<file path="config.mk">
export PLATFORM = sky130hd
export DESIGN_NAME = regfile_wr_arbiter_flat
export DESIGN_NICKNAME = d
export VERILOG_FILES = /design/src/rtl/regfile_wr_arbiter_if.sv /design/src/rtl/regfile_wr_arbiter.sv /design/src/flat_wrapper.sv
export SDC_FILE = /design/constraint.sdc
export NUM_CORES = 1
export LEC_CHECK = 0
export ABC_AREA = 1
export CAP_MARGIN = 40
export CORE_ASPECT_RATIO = 1.4
export CORE_MARGIN = 4
export CORE_UTILIZATION = 42
export CTS_CLUSTER_SIZE = 10
export DETAILED_ROUTE_END_ITERATION = 8
export GPL_TIMING_DRIVEN = 0
export PLACE_DENSITY = 0.87
export REMOVE_ABC_BUFFERS = 1
export SYNTH_ARGS = -nofsm -noshare
export SYNTH_HDL_FRONTEND = slang
export SYNTH_SLANG_ARGS = --single-unit
export TNS_END_PERCENT = 1
</file>
<file path="constraint.sdc">
create_clock -name clk -period 2.5 [get_ports clk]
set_input_delay 0.25 -clock clk [delete_from_list [all_inputs] [get_ports clk]]
set_output_delay 0.25 -clock clk [all_outputs]
set_load 0.02 [all_outputs]
</file>
<file path="src/rtl/regfile_wr_arbiter_if.sv">
// ----------------------------------------------------------------------------
// regfile_wr_arbiter_if
// Bundles the requester-side write bus and the arbiter's registered results
// for the shared register-bank write port.
//   req      requester request bits (NREQ)
//   lock     requester hold-the-port bits (NREQ)
//   wr_addr  flat addresses, requester i at [i*ADDRW +: ADDRW]
//   wr_data  flat data, requester i at [i*WIDTH +: WIDTH]
//   grant    one-hot (or zero) grant
//   word_en  one-hot bank word enable (2**ADDRW)
//   d_out    write data shared by all bank words
//   busy     port held by a locked burst
// Modports: master = requester side, slave = arbiter side.
// ----------------------------------------------------------------------------
interface regfile_wr_arbiter_if #(
   parameter int unsigned NREQ  = 4,
   parameter int unsigned WIDTH = 32,
   parameter int unsigned ADDRW = 5
);
   localparam int unsigned DEPTH = 2 ** ADDRW;

   logic [NREQ-1:0]       req;
   logic [NREQ-1:0]       lock;
   logic [NREQ*ADDRW-1:0] wr_addr;
   logic [NREQ*WIDTH-1:0] wr_data;
   logic [NREQ-1:0]       grant;
   logic [DEPTH-1:0]      word_en;
   logic [WIDTH-1:0]      d_out;
   logic                  busy;

   modport master (
      output req, lock, wr_addr, wr_data,
      input  grant, word_en, d_out, busy
   );

   modport slave (
      input  req, lock, wr_addr, wr_data,
      output grant, word_en, d_out, busy
   );
endinterface

</file>
<file path="src/rtl/regfile_wr_arbiter.sv">
// ----------------------------------------------------------------------------
// regfile_wr_arbiter
// Round-robin arbiter for the single write port of the register bank. Grants
// at most one requester per cycle, drives the bank's one-hot word enables and
// shared write data, and lets the grantee hold the port for a short locked
// burst (at most MAX_HOLD grant cycles in total).
// Ports:
//   clk    rising-edge clock
//   reset  synchronous, active-high
//   bus    regfile_wr_arbiter_if.slave (req/lock/wr_addr/wr_data in,
//          grant/word_en/d_out/busy out, all outputs registered)
// Optional feature: define REGFILE_ZERO_GUARD_EN to suppress the word enable
// for writes to address 0 (hardwired zero register); grant and round-robin
// advance are unaffected.
// ----------------------------------------------------------------------------
module regfile_wr_arbiter #(
   parameter int unsigned NREQ     = 4,
   parameter int unsigned WIDTH    = 32,
   parameter int unsigned ADDRW    = 5,
   parameter int unsigned MAX_HOLD = 4
) (
   input logic                 clk,
   input logic                 reset,
   regfile_wr_arbiter_if.slave bus
);
   localparam int unsigned DEPTH = 2 ** ADDRW;
   localparam int unsigned PW    = (NREQ > 1) ? $clog2(NREQ) : 1;
   localparam int unsigned HW    = $clog2(MAX_HOLD + 1);

   typedef enum logic [1:0] {IDLE, GRANT, HOLD} state_t;

   state_t           state, state_nxt;
   logic [PW-1:0]    rr_ptr, rr_nxt;
   logic [PW-1:0]    gnt_idx, gnt_idx_nxt;
   logic [HW-1:0]    hold_cnt, hold_nxt;
   logic [NREQ-1:0]  grant_q, grant_nxt;
   logic [DEPTH-1:0] word_en_q, word_en_nxt;
   logic [WIDTH-1:0] d_out_q, d_out_nxt;
   logic             busy_q, busy_nxt;

   logic [ADDRW-1:0] addr_a [NREQ];
   logic [WIDTH-1:0] data_a [NREQ];

   logic             win_found;
   logic [PW-1:0]    win_idx;
   logic [PW-1:0]    cand;
   logic             do_arb;
   logic             sel_valid;
   logic [PW-1:0]    sel_idx;
   logic [ADDRW-1:0] sel_addr;

   // Unpack the flat per-requester address/data buses.
   for (genvar g = 0; g < NREQ; g++) begin : g_unpack
      assign addr_a[g] = bus.wr_addr[g*ADDRW +: ADDRW];
      assign data_a[g] = bus.wr_data[g*WIDTH +: WIDTH];
   end

   // Round-robin search: first asserted req at or after rr_ptr, wrapping.
   always_comb begin
      win_found = 1'b0;
      win_idx   = '0;
      cand      = '0;
      for (int unsigned k = 0; k < NREQ; k++) begin
         cand = PW'((32'(rr_ptr) + k) % NREQ);
         if (!win_found && bus.req[cand]) begin
            win_found = 1'b1;
            win_idx   = cand;
         end
      end
   end

   // Next-state and next-output logic.
   always_comb begin
      state_nxt   = state;
      rr_nxt      = rr_ptr;
      gnt_idx_nxt = gnt_idx;
      hold_nxt    = hold_cnt;
      grant_nxt   = '0;
      word_en_nxt = '0;
      d_out_nxt   = d_out_q;
      busy_nxt    = 1'b0;
      do_arb      = 1'b0;
      sel_valid   = 1'b0;
      sel_idx     = gnt_idx;
      sel_addr    = '0;

      case (state)
         IDLE: do_arb = 1'b1;
         GRANT: begin
            // A single-cycle budget leaves no room for a HOLD cycle.
            if (bus.req[gnt_idx] && bus.lock[gnt_idx] && (MAX_HOLD > 1)) begin
               state_nxt = HOLD;
               hold_nxt  = HW'(1);
               sel_valid = 1'b1;
            end else begin
               do_arb = 1'b1;
            end
         end
         HOLD: begin
            if (bus.req[gnt_idx] && bus.lock[gnt_idx] &&
                (hold_cnt < HW'(MAX_HOLD - 1))) begin
               hold_nxt  = hold_cnt + HW'(1);
               sel_valid = 1'b1;
            end else begin
               do_arb = 1'b1;
            end
         end
         default: state_nxt = IDLE;
      endcase

      // rr_ptr already points past the grantee, so a released burst goes to
      // the next requester and only re-grants the same one if it is alone.
      if (do_arb) begin
         hold_nxt = '0;
         if (win_found) begin
            state_nxt = GRANT;
            sel_valid = 1'b1;
            sel_idx   = win_idx;
            rr_nxt    = (win_idx == PW'(NREQ - 1)) ? '0 : win_idx + PW'(1);
         end else begin
            state_nxt = IDLE;
         end
      end

      if (sel_valid) begin
         sel_addr             = addr_a[sel_idx];
         gnt_idx_nxt          = sel_idx;
         grant_nxt[sel_idx]   = 1'b1;
         d_out_nxt            = data_a[sel_idx];
         word_en_nxt          = DEPTH'(1) << sel_addr;
`ifdef REGFILE_ZERO_GUARD_EN
         if (sel_addr == '0) begin
            word_en_nxt = '0;
         end
`else
`endif
      end

      busy_nxt = (state_nxt == HOLD);
   end

   // State and output registers; reset overrides everything, including bursts.
   always_ff @(posedge clk) begin
      if (reset) begin
         state     <= IDLE;
         rr_ptr    <= '0;
         gnt_idx   <= '0;
         hold_cnt  <= '0;
         grant_q   <= '0;
         word_en_q <= '0;
         d_out_q   <= '0;
         busy_q    <= 1'b0;
      end else begin
         state     <= state_nxt;
         rr_ptr    <= rr_nxt;
         gnt_idx   <= gnt_idx_nxt;
         hold_cnt  <= hold_nxt;
         grant_q   <= grant_nxt;
         word_en_q <= word_en_nxt;
         d_out_q   <= d_out_nxt;
         busy_q    <= busy_nxt;
      end
   end

   assign bus.grant   = grant_q;
   assign bus.word_en = word_en_q;
   assign bus.d_out   = d_out_q;
   assign bus.busy    = busy_q;
endmodule
</file>
<file path="src/flat_wrapper.sv">
// flat-port wrapper written by rule: the top's interface ports become plain ports
module regfile_wr_arbiter_flat 
#(
   parameter int unsigned NREQ     = 4,
   parameter int unsigned WIDTH    = 32,
   parameter int unsigned ADDRW    = 5,
   parameter int unsigned MAX_HOLD = 4
)
  (clk, reset, bus_req, bus_lock, bus_wr_addr, bus_wr_data, bus_grant, bus_word_en, bus_d_out, bus_busy);
  regfile_wr_arbiter_if #(.NREQ(NREQ), .WIDTH(WIDTH), .ADDRW(ADDRW)) bus_i ();
  input logic clk;
  input logic reset;
  input wire logic [$bits(bus_i.req)-1:0] bus_req;
  input wire logic [$bits(bus_i.lock)-1:0] bus_lock;
  input wire logic [$bits(bus_i.wr_addr)-1:0] bus_wr_addr;
  input wire logic [$bits(bus_i.wr_data)-1:0] bus_wr_data;
  output wire logic [$bits(bus_i.grant)-1:0] bus_grant;
  output wire logic [$bits(bus_i.word_en)-1:0] bus_word_en;
  output wire logic [$bits(bus_i.d_out)-1:0] bus_d_out;
  output wire logic [$bits(bus_i.busy)-1:0] bus_busy;
  assign bus_i.req = bus_req;
  assign bus_i.lock = bus_lock;
  assign bus_i.wr_addr = bus_wr_addr;
  assign bus_i.wr_data = bus_wr_data;
  assign bus_grant = bus_i.grant;
  assign bus_word_en = bus_i.word_en;
  assign bus_d_out = bus_i.d_out;
  assign bus_busy = bus_i.busy;
  regfile_wr_arbiter #(.NREQ(NREQ), .WIDTH(WIDTH), .ADDRW(ADDRW), .MAX_HOLD(MAX_HOLD)) u_core (.clk(clk), .reset(reset), .bus(bus_i));
endmodule
</file>
==> run metrics, run 1 <==
run status finished with violations; failing checks setup timing; net count reported at finish around 1100; number of top-level pins around 230; number of nets with antenna violations after detailed routing 0; Worst Hold Path Cells 2; Non-Filler Cell Area, Final ~0.0089 sq mm; final count of hold timing violations 0; relative slew slack around three fifths; minimum period implied by the final worst setup slack ~2.7 ns; reported max-cap violation count 0; Port-buffer cells around 230; Placer Congestion roughly 0.92; post-detailed-placement half-perimeter wirelength 11400 um; clock latency of the later-clocked register in the worst-skew pair 0.36 ns; worst reg-to-reg setup slack -0.22 ns; most instantiated library cell after synthesis sky130_fd_sc_hd__nand2_1; synthesized area divided by synthesized cell count ~6.8 sq um; Setup crit start u_core.rr_ptr[0]$_SDFFE_PP0P_; worst-case setup slack after placement -1.26 ns; initial standard-cell utilization of the core between 40 and 50%; R2R Path Start u_core.rr_ptr[0]$_SDFFE_PP0P_; number of global-route vias before repair between 5000 and 6000; EDFF count, synth 0; cell breakdown of the critical path buf_6 > buf_6 > o21ai_2 > nand2_1 > nand2_2 > nor2_4 > nand3_4 > nand3_4 > buf_12 > nand2_8 > nand2_8 > nand2_1 > nand2_2 > nand2_4 > nand2_4 > nand2_4 > nor3_2; kind of start point of the critical path register; routed wirelength normalized by instance count between 20 and 25 um; data arrival time of the worst path 2.99 ns; final cycle utilization of the critical path 109%; hold_buf cts 0; setup clock skew after layout 0.0110 ns; top cell type by total area after synthesis sky130_fd_sc_hd__dfxtp_1; maximum number of pins on one net before global-route repair a little under 50; Clock Path Buffers 2; top achievable clock speed between 0.3 and 0.4 GHz; Initial DRC Count between 400 and 500; H-tree level count 3; dominant synthesized flop cell sky130_fd_sc_hd__dfxtp_1; number of sinks on the clock net 78; setup repair after global routing missed its margin true; clock buffers created by TritonCTS 9; post-synthesis share of cell area spent on full adders, half adders and majority gates between 1 and 1.5%; core area around 0.011 sq mm; CP required roughly 2.8 ns; DRC violation count after routing 0; number of storage elements in the synthesis netlist ~80; Hold Path Origin u_core.hold_cnt[1]$_SDFFE_PP0P_; number of distinct library cells after synthesis 33; Worst Setup Path Type register to register; final total negative setup slack -6.47 ns; sequential element share of the synthesized area between 30% and 40%; instance area after placement ~0.007 sq mm; Die Wd a little under 100 um; most frequent cells after synthesis sky130_fd_sc_hd__nand2_1, sky130_fd_sc_hd__nand3_1, sky130_fd_sc_hd__inv_1; Total Die Area around 0.013 sq mm; path type of the worst min-delay path register to register; buffers and inverters on the worst path 3; slowest stage cell, crit path sky130_fd_sc_hd__dfxtp_4; Top Family by Delay on Critical Path simple AND/OR/NAND/NOR gates; Finish-stage setup viols 64; Cells after Synth between 700 and 800; Row Count between 40 and 50; height of the die ~130 um; parity-gate share of the synthesized area counting xor and xnor cells less than 1%; largest family of logic cells by synthesized area simple AND/OR/NAND/NOR gates; cell repeated most along the worst path sky130_fd_sc_hd__nand2_4; via-per-instance ratio 5.69; Worst R2R End u_core.bus.word_en[6]$_SDFF_PP0_; clock transition at the registers of the reported paths around 0.070 ns; final count of pins violating max slew 0; TritonCTS clock tree built; cell types with the largest area share after synthesis sky130_fd_sc_hd__dfxtp_1, sky130_fd_sc_hd__nand2_1, sky130_fd_sc_hd__nand3_1, sky130_fd_sc_hd__inv_1, sky130_fd_sc_hd__nand4_1; actual slew at the worst max-slew pin 0.580 ns; DR pass1 iterations 8; Netlist Area Pre-Place slightly below 0.005 sq mm; wire length of the first global-routing pass about 29000 um; Fill cells approximately 700; mux contribution to synthesized area 0%; minimum setup slack in the final design -0.217 ns; slowest cell delay on critical path just under 0.4 ns; CP Capture Type register; Worst Reg-to-Reg Cells 17; maximum fanout along the worst path 8; fraction of synthesis flops using an asynchronous set or reset pin 0%; residual overflow from global routing 0; fraction of the mapped netlist area in compound gates under 10%; simple-gate share of the synthesized area about 44%; Final Hold Slack around 0.5 ns; antenna fix cells 0; hold path endpoint u_core.hold_cnt[1]$_SDFFE_PP0P_; global-route usage over all layers between 20 and 30%; layout cells sized above 1 between 20 and 25%; count of yosys warnings during synthesis 0; via count between 6000 and 7000; CTS Root Cell sky130_fd_sc_hd__clkbuf_16; proportion of netlist area held by the largest area contributor 32.5%; initial antenna violation count 0; Area Overhead vs Synth 85.4%; routed wire length 25300 um
## stage by stage
stage	util, %	instances
final	79.0	1133
after global routing	79.0	1133
after detailed placement	63.1	1041
after CTS	69.4	1085
after global placement	61.8	1035
after floorplan	-	665
## cells in the final DEF, fill, tap and decap left out, drive strengths merged
cell / n
buf: 62
a211oi: 1
a21oi: 6
o21bai: 12
nand3b: 2
nor2: 26
nand2: 214
o31ai: 8
clkinv: 1
xnor2: 1
xor2: 1
nand3: 131
inv: 100
dfxtp: 78
nor3: 18
and2: 1
clkbuf: 17
nand4: 34
o21ai: 43
ha: 5
clkinvlp: 2
clkdlybuf4s50: 226
## worst max-delay path by stage
stage	endpoint	slack, ns	cells past startpoint
after detailed placement	u_core.bus.d_out[22]$_SDFFE_PP0P_	-1.26	15
after CTS	u_core.bus.d_out[21]$_SDFFE_PP0P_	-0.009	17
final	u_core.bus.word_en[6]$_SDFF_PP0_	-0.22	17
after global placement	u_core.bus.d_out[22]$_SDFFE_PP0P_	-2.59	13
after floorplan	u_core.bus.word_en[24]$_SDFF_PP0_	-0.87	16
after global routing	u_core.bus.word_en[6]$_SDFF_PP0_	-0.32	17
## cell type report
type | instances | area, sq um | area share [%]
clock buffer | 9 | 225 | 2.53
multi-input combinational | 503 | 3330 | 37.3
timing repair buffer | 296 | 3170 | 35.6
sequential | 78 | 1570 | 17.6
clock inverter | 7 | 63.8 | 0.716
inverter | 96 | 373 | 4.18
tap | 144 | 180 | 2.02
## flip-flops by register name (all words and copies together), names as in the netlist
signal              cells
u_core.bus.busy         1
u_core.bus.d_out       32
u_core.bus.grant        4
u_core.bus.word_en     32
u_core.gnt_idx          2
u_core.hold_cnt         3
u_core.rr_ptr           2
u_core.state            2
## logic make-up (layout without fill, tap and decap cells)
kind of cell / after synthesis / after routing
and+or+nand+nor: 415 / 426
DFF: 78 / 78
adders and majority gates: 5 / 5
xor gates and xnor gates: 2 / 2
buffers and inverters: 142 / 408
AOI/OAI and AO/OA: 69 / 70
## worst register-to-register path, cell delays in order, from the launching register on
cell,delay (ns)
sky130_fd_sc_hd__dfxtp_4,0.39
sky130_fd_sc_hd__buf_6,0.12
sky130_fd_sc_hd__buf_6,0.10
sky130_fd_sc_hd__o21ai_2,0.06
sky130_fd_sc_hd__nand2_1,0.11
sky130_fd_sc_hd__nand2_2,0.10
sky130_fd_sc_hd__nor2_4,0.17
sky130_fd_sc_hd__nand3_4,0.12
sky130_fd_sc_hd__nand3_4,0.18
sky130_fd_sc_hd__buf_12,0.16
sky130_fd_sc_hd__nand2_8,0.11
sky130_fd_sc_hd__nand2_8,0.21
sky130_fd_sc_hd__nand2_1,0.12
sky130_fd_sc_hd__nand2_2,0.10
sky130_fd_sc_hd__nand2_4,0.11
sky130_fd_sc_hd__nand2_4,0.15
sky130_fd_sc_hd__nand2_4,0.12
sky130_fd_sc_hd__nor3_2,0.21
## metal layers
layer / track usage, % / part of all wire (%) / up-vias
met3: 6.36 / 9.7 / 142
met4: 13.8 / 7.0 / 0
met5: 0 / 0 / -
met2: 50.4 / 50 / 501
met1: 29.1 / 33 / 2913
li1: - / - / 2888
## what timing repair did
action                     CTS  global route
pin swaps                   10            70
setup buffers               18            39
cloned                      10            11
setup endpoints to repair   69            66
resized for setup           27           112
Power of run 1 is left out: the tool's default activity adds up to more than one toggle a clock period on the data nets, which glitch-free logic cannot reach.
==> inputs of run 2 (changes only) <==
CORE_UTILIZATION = 38   (was 42)
PLACE_DENSITY = 0.83   (was 0.87)
RECOVER_POWER = 50   (was not set)
clock period = 2.42 ns   (was 2.5 ns; I/O delays follow)
==> run 2 against run 1 <==
  * The run still ends with setup timing left
  * Flip-flop and latch count unchanged
  * Clock-buffer cell count unchanged
  * Global-route usage down 3.2 points
  * Design area down 9.8%
  * Die area up 9.8%
  * Final cell count down 3.6%
  * Routed wire length down 27%
  * Critical path depth down 3
  * Clock skew about the same
  * Fmax up 8.6%
  * Critical endpoint is now u_core.bus.word_en[5]$_SDFF_PP0_
  * Largest cell class unchanged
==> run metrics, run 2 (synthesis gave the netlist of run 1 again) <==
run status finished with violations; failing checks setup timing; maximum fanout along the worst path 12; Port-buffer cells between 200 and 250; post-detailed-placement half-perimeter wirelength 11400 um; core area between 0.01 and 0.015 sq mm; CTS Root Cell sky130_fd_sc_hd__clkbuf_16; top library cells by usage in the layout, fill and taps aside sky130_fd_sc_hd__clkdlybuf4s50_1, sky130_fd_sc_hd__nand2_1, sky130_fd_sc_hd__nand3_1, sky130_fd_sc_hd__inv_1, sky130_fd_sc_hd__dfxtp_1; final cell count without fillers 1092; Setup crit start u_core.gnt_idx[0]$_SDFFE_PP0P_; reported max-cap violation count 0; path type of the worst min-delay path register to register; wire length of the first global-routing pass 27400 um; R2R Path Start u_core.gnt_idx[0]$_SDFFE_PP0P_; Fill cells between 1000 and 1500; via count 5724; Initial DRC Count between 200 and 300; initial standard-cell utilization of the core between 30% and 40%; number of nets with antenna violations after detailed routing 0; number of sinks on the clock net 78; fraction of the core area covered by cells at the end of the flow 65.0%; top achievable clock speed about 0.40 GHz; Die Wd slightly above 100 um; routed wire length roughly 18000 um; Placer Congestion about 0.8; minimum setup slack in the final design -0.0817 ns; initial antenna violation count 0; H-tree level count 3; kind of start point of the critical path register; clock buffers created by TritonCTS 9; maximum number of pins on one net before global-route repair 36; via-per-instance ratio 5.24; Worst R2R End u_core.bus.word_en[5]$_SDFF_PP0_; leakage power figure around 3.8 nW; residual overflow from global routing 0; DRC violation count after routing 0; layout cells sized above 1 ~15%; clock latency of the later-clocked register in the worst-skew pair between 0.3 and 0.4 ns; setup clock skew after layout 0.0113 ns; number of top-level pins around 230; Worst Reg-to-Reg Cells 14; relative slew slack 63.0%; most common cell after layout, fill and taps aside sky130_fd_sc_hd__clkdlybuf4s50_1; Total Die Area ~0.015 sq mm; net count reported at finish 1100; Worst VDD drop ~1.4 mV; setup repair after global routing missed its margin true; global-route usage over all layers approximately a quarter; final count of pins violating max slew 0; Row Count 48; TritonCTS clock tree built; Area Overhead vs Synth 67.3%; hold_buf cts 0; data arrival time of the worst path about 2.8 ns; clock transition at the registers of the reported paths 0.07 ns; CP required approximately 2.7 ns; Final Hold Slack 0.500 ns; power density cells around 1700 mW/mm^2; number of global-route vias before repair 5488; Non-Filler Cell Area, Final roughly 0.0080 sq mm; antenna fix cells 0; minimum period implied by the final worst setup slack about 2.5 ns; actual slew at the worst max-slew pin around 0.55 ns; Worst Setup Path Type register to register; worst reg-to-reg setup slack -0.08 ns; CP Capture Type register; height of the die roughly 140 um; end of the critical path u_core.bus.word_en[5]$_SDFF_PP0_; routed wirelength normalized by instance count approximately 17 um; final count of hold timing violations 0; instance area after placement between 0.007 and 0.008 sq mm; Placed Cells incl. Taps 1047; final cycle utilization of the critical path 103%; Finish-stage setup viols 36; DR pass1 iterations 5; Clock Path Buffers 2
## run 2: changes by cell type in the layout (fill, tap and decap cells not counted), sizes merged
| cell | previous run | this run |
|---|---|---|
| clkinv | 1 | 4 |
| clkdlybuf4s50 | 226 | 183 |
| buf | 62 | 24 |
| inv | 100 | 98 |
| bufbuf | 0 | 2 |
| clkbuf | 17 | 10 |
| dlygate4sd3 | 0 | 41 |
| clkinvlp | 2 | 1 |
| nand2 | 214 | 210 |
| dlymetal6s2s | 0 | 2 |
## run 2: worst min path at each step
stage                                                from                               to  slack (ns)  cells past startpoint
final                     u_core.hold_cnt[1]$_SDFFE_PP0P_  u_core.hold_cnt[1]$_SDFFE_PP0P_        0.50                      2
after global routing      u_core.hold_cnt[1]$_SDFFE_PP0P_  u_core.hold_cnt[1]$_SDFFE_PP0P_        0.54                      2
after CTS                 u_core.hold_cnt[1]$_SDFFE_PP0P_  u_core.hold_cnt[1]$_SDFFE_PP0P_        0.50                      2
after detailed placement  u_core.hold_cnt[1]$_SDFFE_PP0P_  u_core.hold_cnt[1]$_SDFFE_PP0P_        0.50                      2
after global placement    u_core.hold_cnt[1]$_SDFFE_PP0P_  u_core.hold_cnt[1]$_SDFFE_PP0P_        0.48                      2
after floorplan                                     reset    u_core.rr_ptr[0]$_SDFFE_PP0P_        0.31                      1
## run 2: power by group
group	leakage (nW)	switching (mW)	internal, mW	total (mW)
sequential	0.640	0.165	1.65	1.82
combinational	3.03	6.77	4.03	10.8
clock	0.139	0.602	0.716	1.32
## run 2: stage by stage
step           setup TNS, ns  power [mW]  worst slack (ns)
6_report               -1.15        13.9           -0.0817
5_1_grt                -7.93        14.9            -0.173
4_1_cts              -0.0101        13.6          -0.00479
3_5_place_dp          -83.80        10.3             -1.54
3_3_place_gp         -162.04        9.56             -2.70
2_1_floorplan         -60.18        7.30            -0.948
## run 2: final cells by class
cell class	instances	area (sq um)	share of cell area, %
Timing Repair Buffer	253	2700	33.5
Multi-Input combinational cell	499	2930	36.4
Clock buffer	9	225	2.80
Clock inverter	7	67.6	0.840
Inverter	96	368	4.57
Tap cell	150	188	2.33
Sequential cell	78	1570	19.5
## run 2: what timing repair did
action | CTS | global route
setup endpoints to repair | 69 | 66
gates cloned | 10 | 0
resized for setup | 34 | 32
buffers inserted | 15 | 4
pin swaps | 12 | 22
## run 2: critical path, stage by stage (launching register included)
cell	delay (ns)
sky130_fd_sc_hd__dfxtp_2	0.38
sky130_fd_sc_hd__inv_4	0.10
sky130_fd_sc_hd__nand3_1	0.12
sky130_fd_sc_hd__nand3_2	0.12
sky130_fd_sc_hd__nand2_1	0.11
sky130_fd_sc_hd__nand2_2	0.09
sky130_fd_sc_hd__nand3_4	0.12
sky130_fd_sc_hd__nand3_4	0.18
sky130_fd_sc_hd__buf_6	0.19
sky130_fd_sc_hd__o21ai_4	0.21
sky130_fd_sc_hd__clkbuf_16	0.21
sky130_fd_sc_hd__nand2_2	0.13
sky130_fd_sc_hd__nand2_4	0.12
sky130_fd_sc_hd__nand2_4	0.11
sky130_fd_sc_hd__nor3_2	0.20
## run 2: layer usage
metal | up-vias | track usage [%] | part of all wire, %
met5 | - | 0 | 0
met4 | 0 | 10.5 | 3.7
met3 | 51 | 6.73 | 9.4
met2 | 276 | 43.9 | 51
met1 | 2610 | 25.5 | 36
li1 | 2787 | - | -
Note: power is estimated with default switching activity, not from simulation.
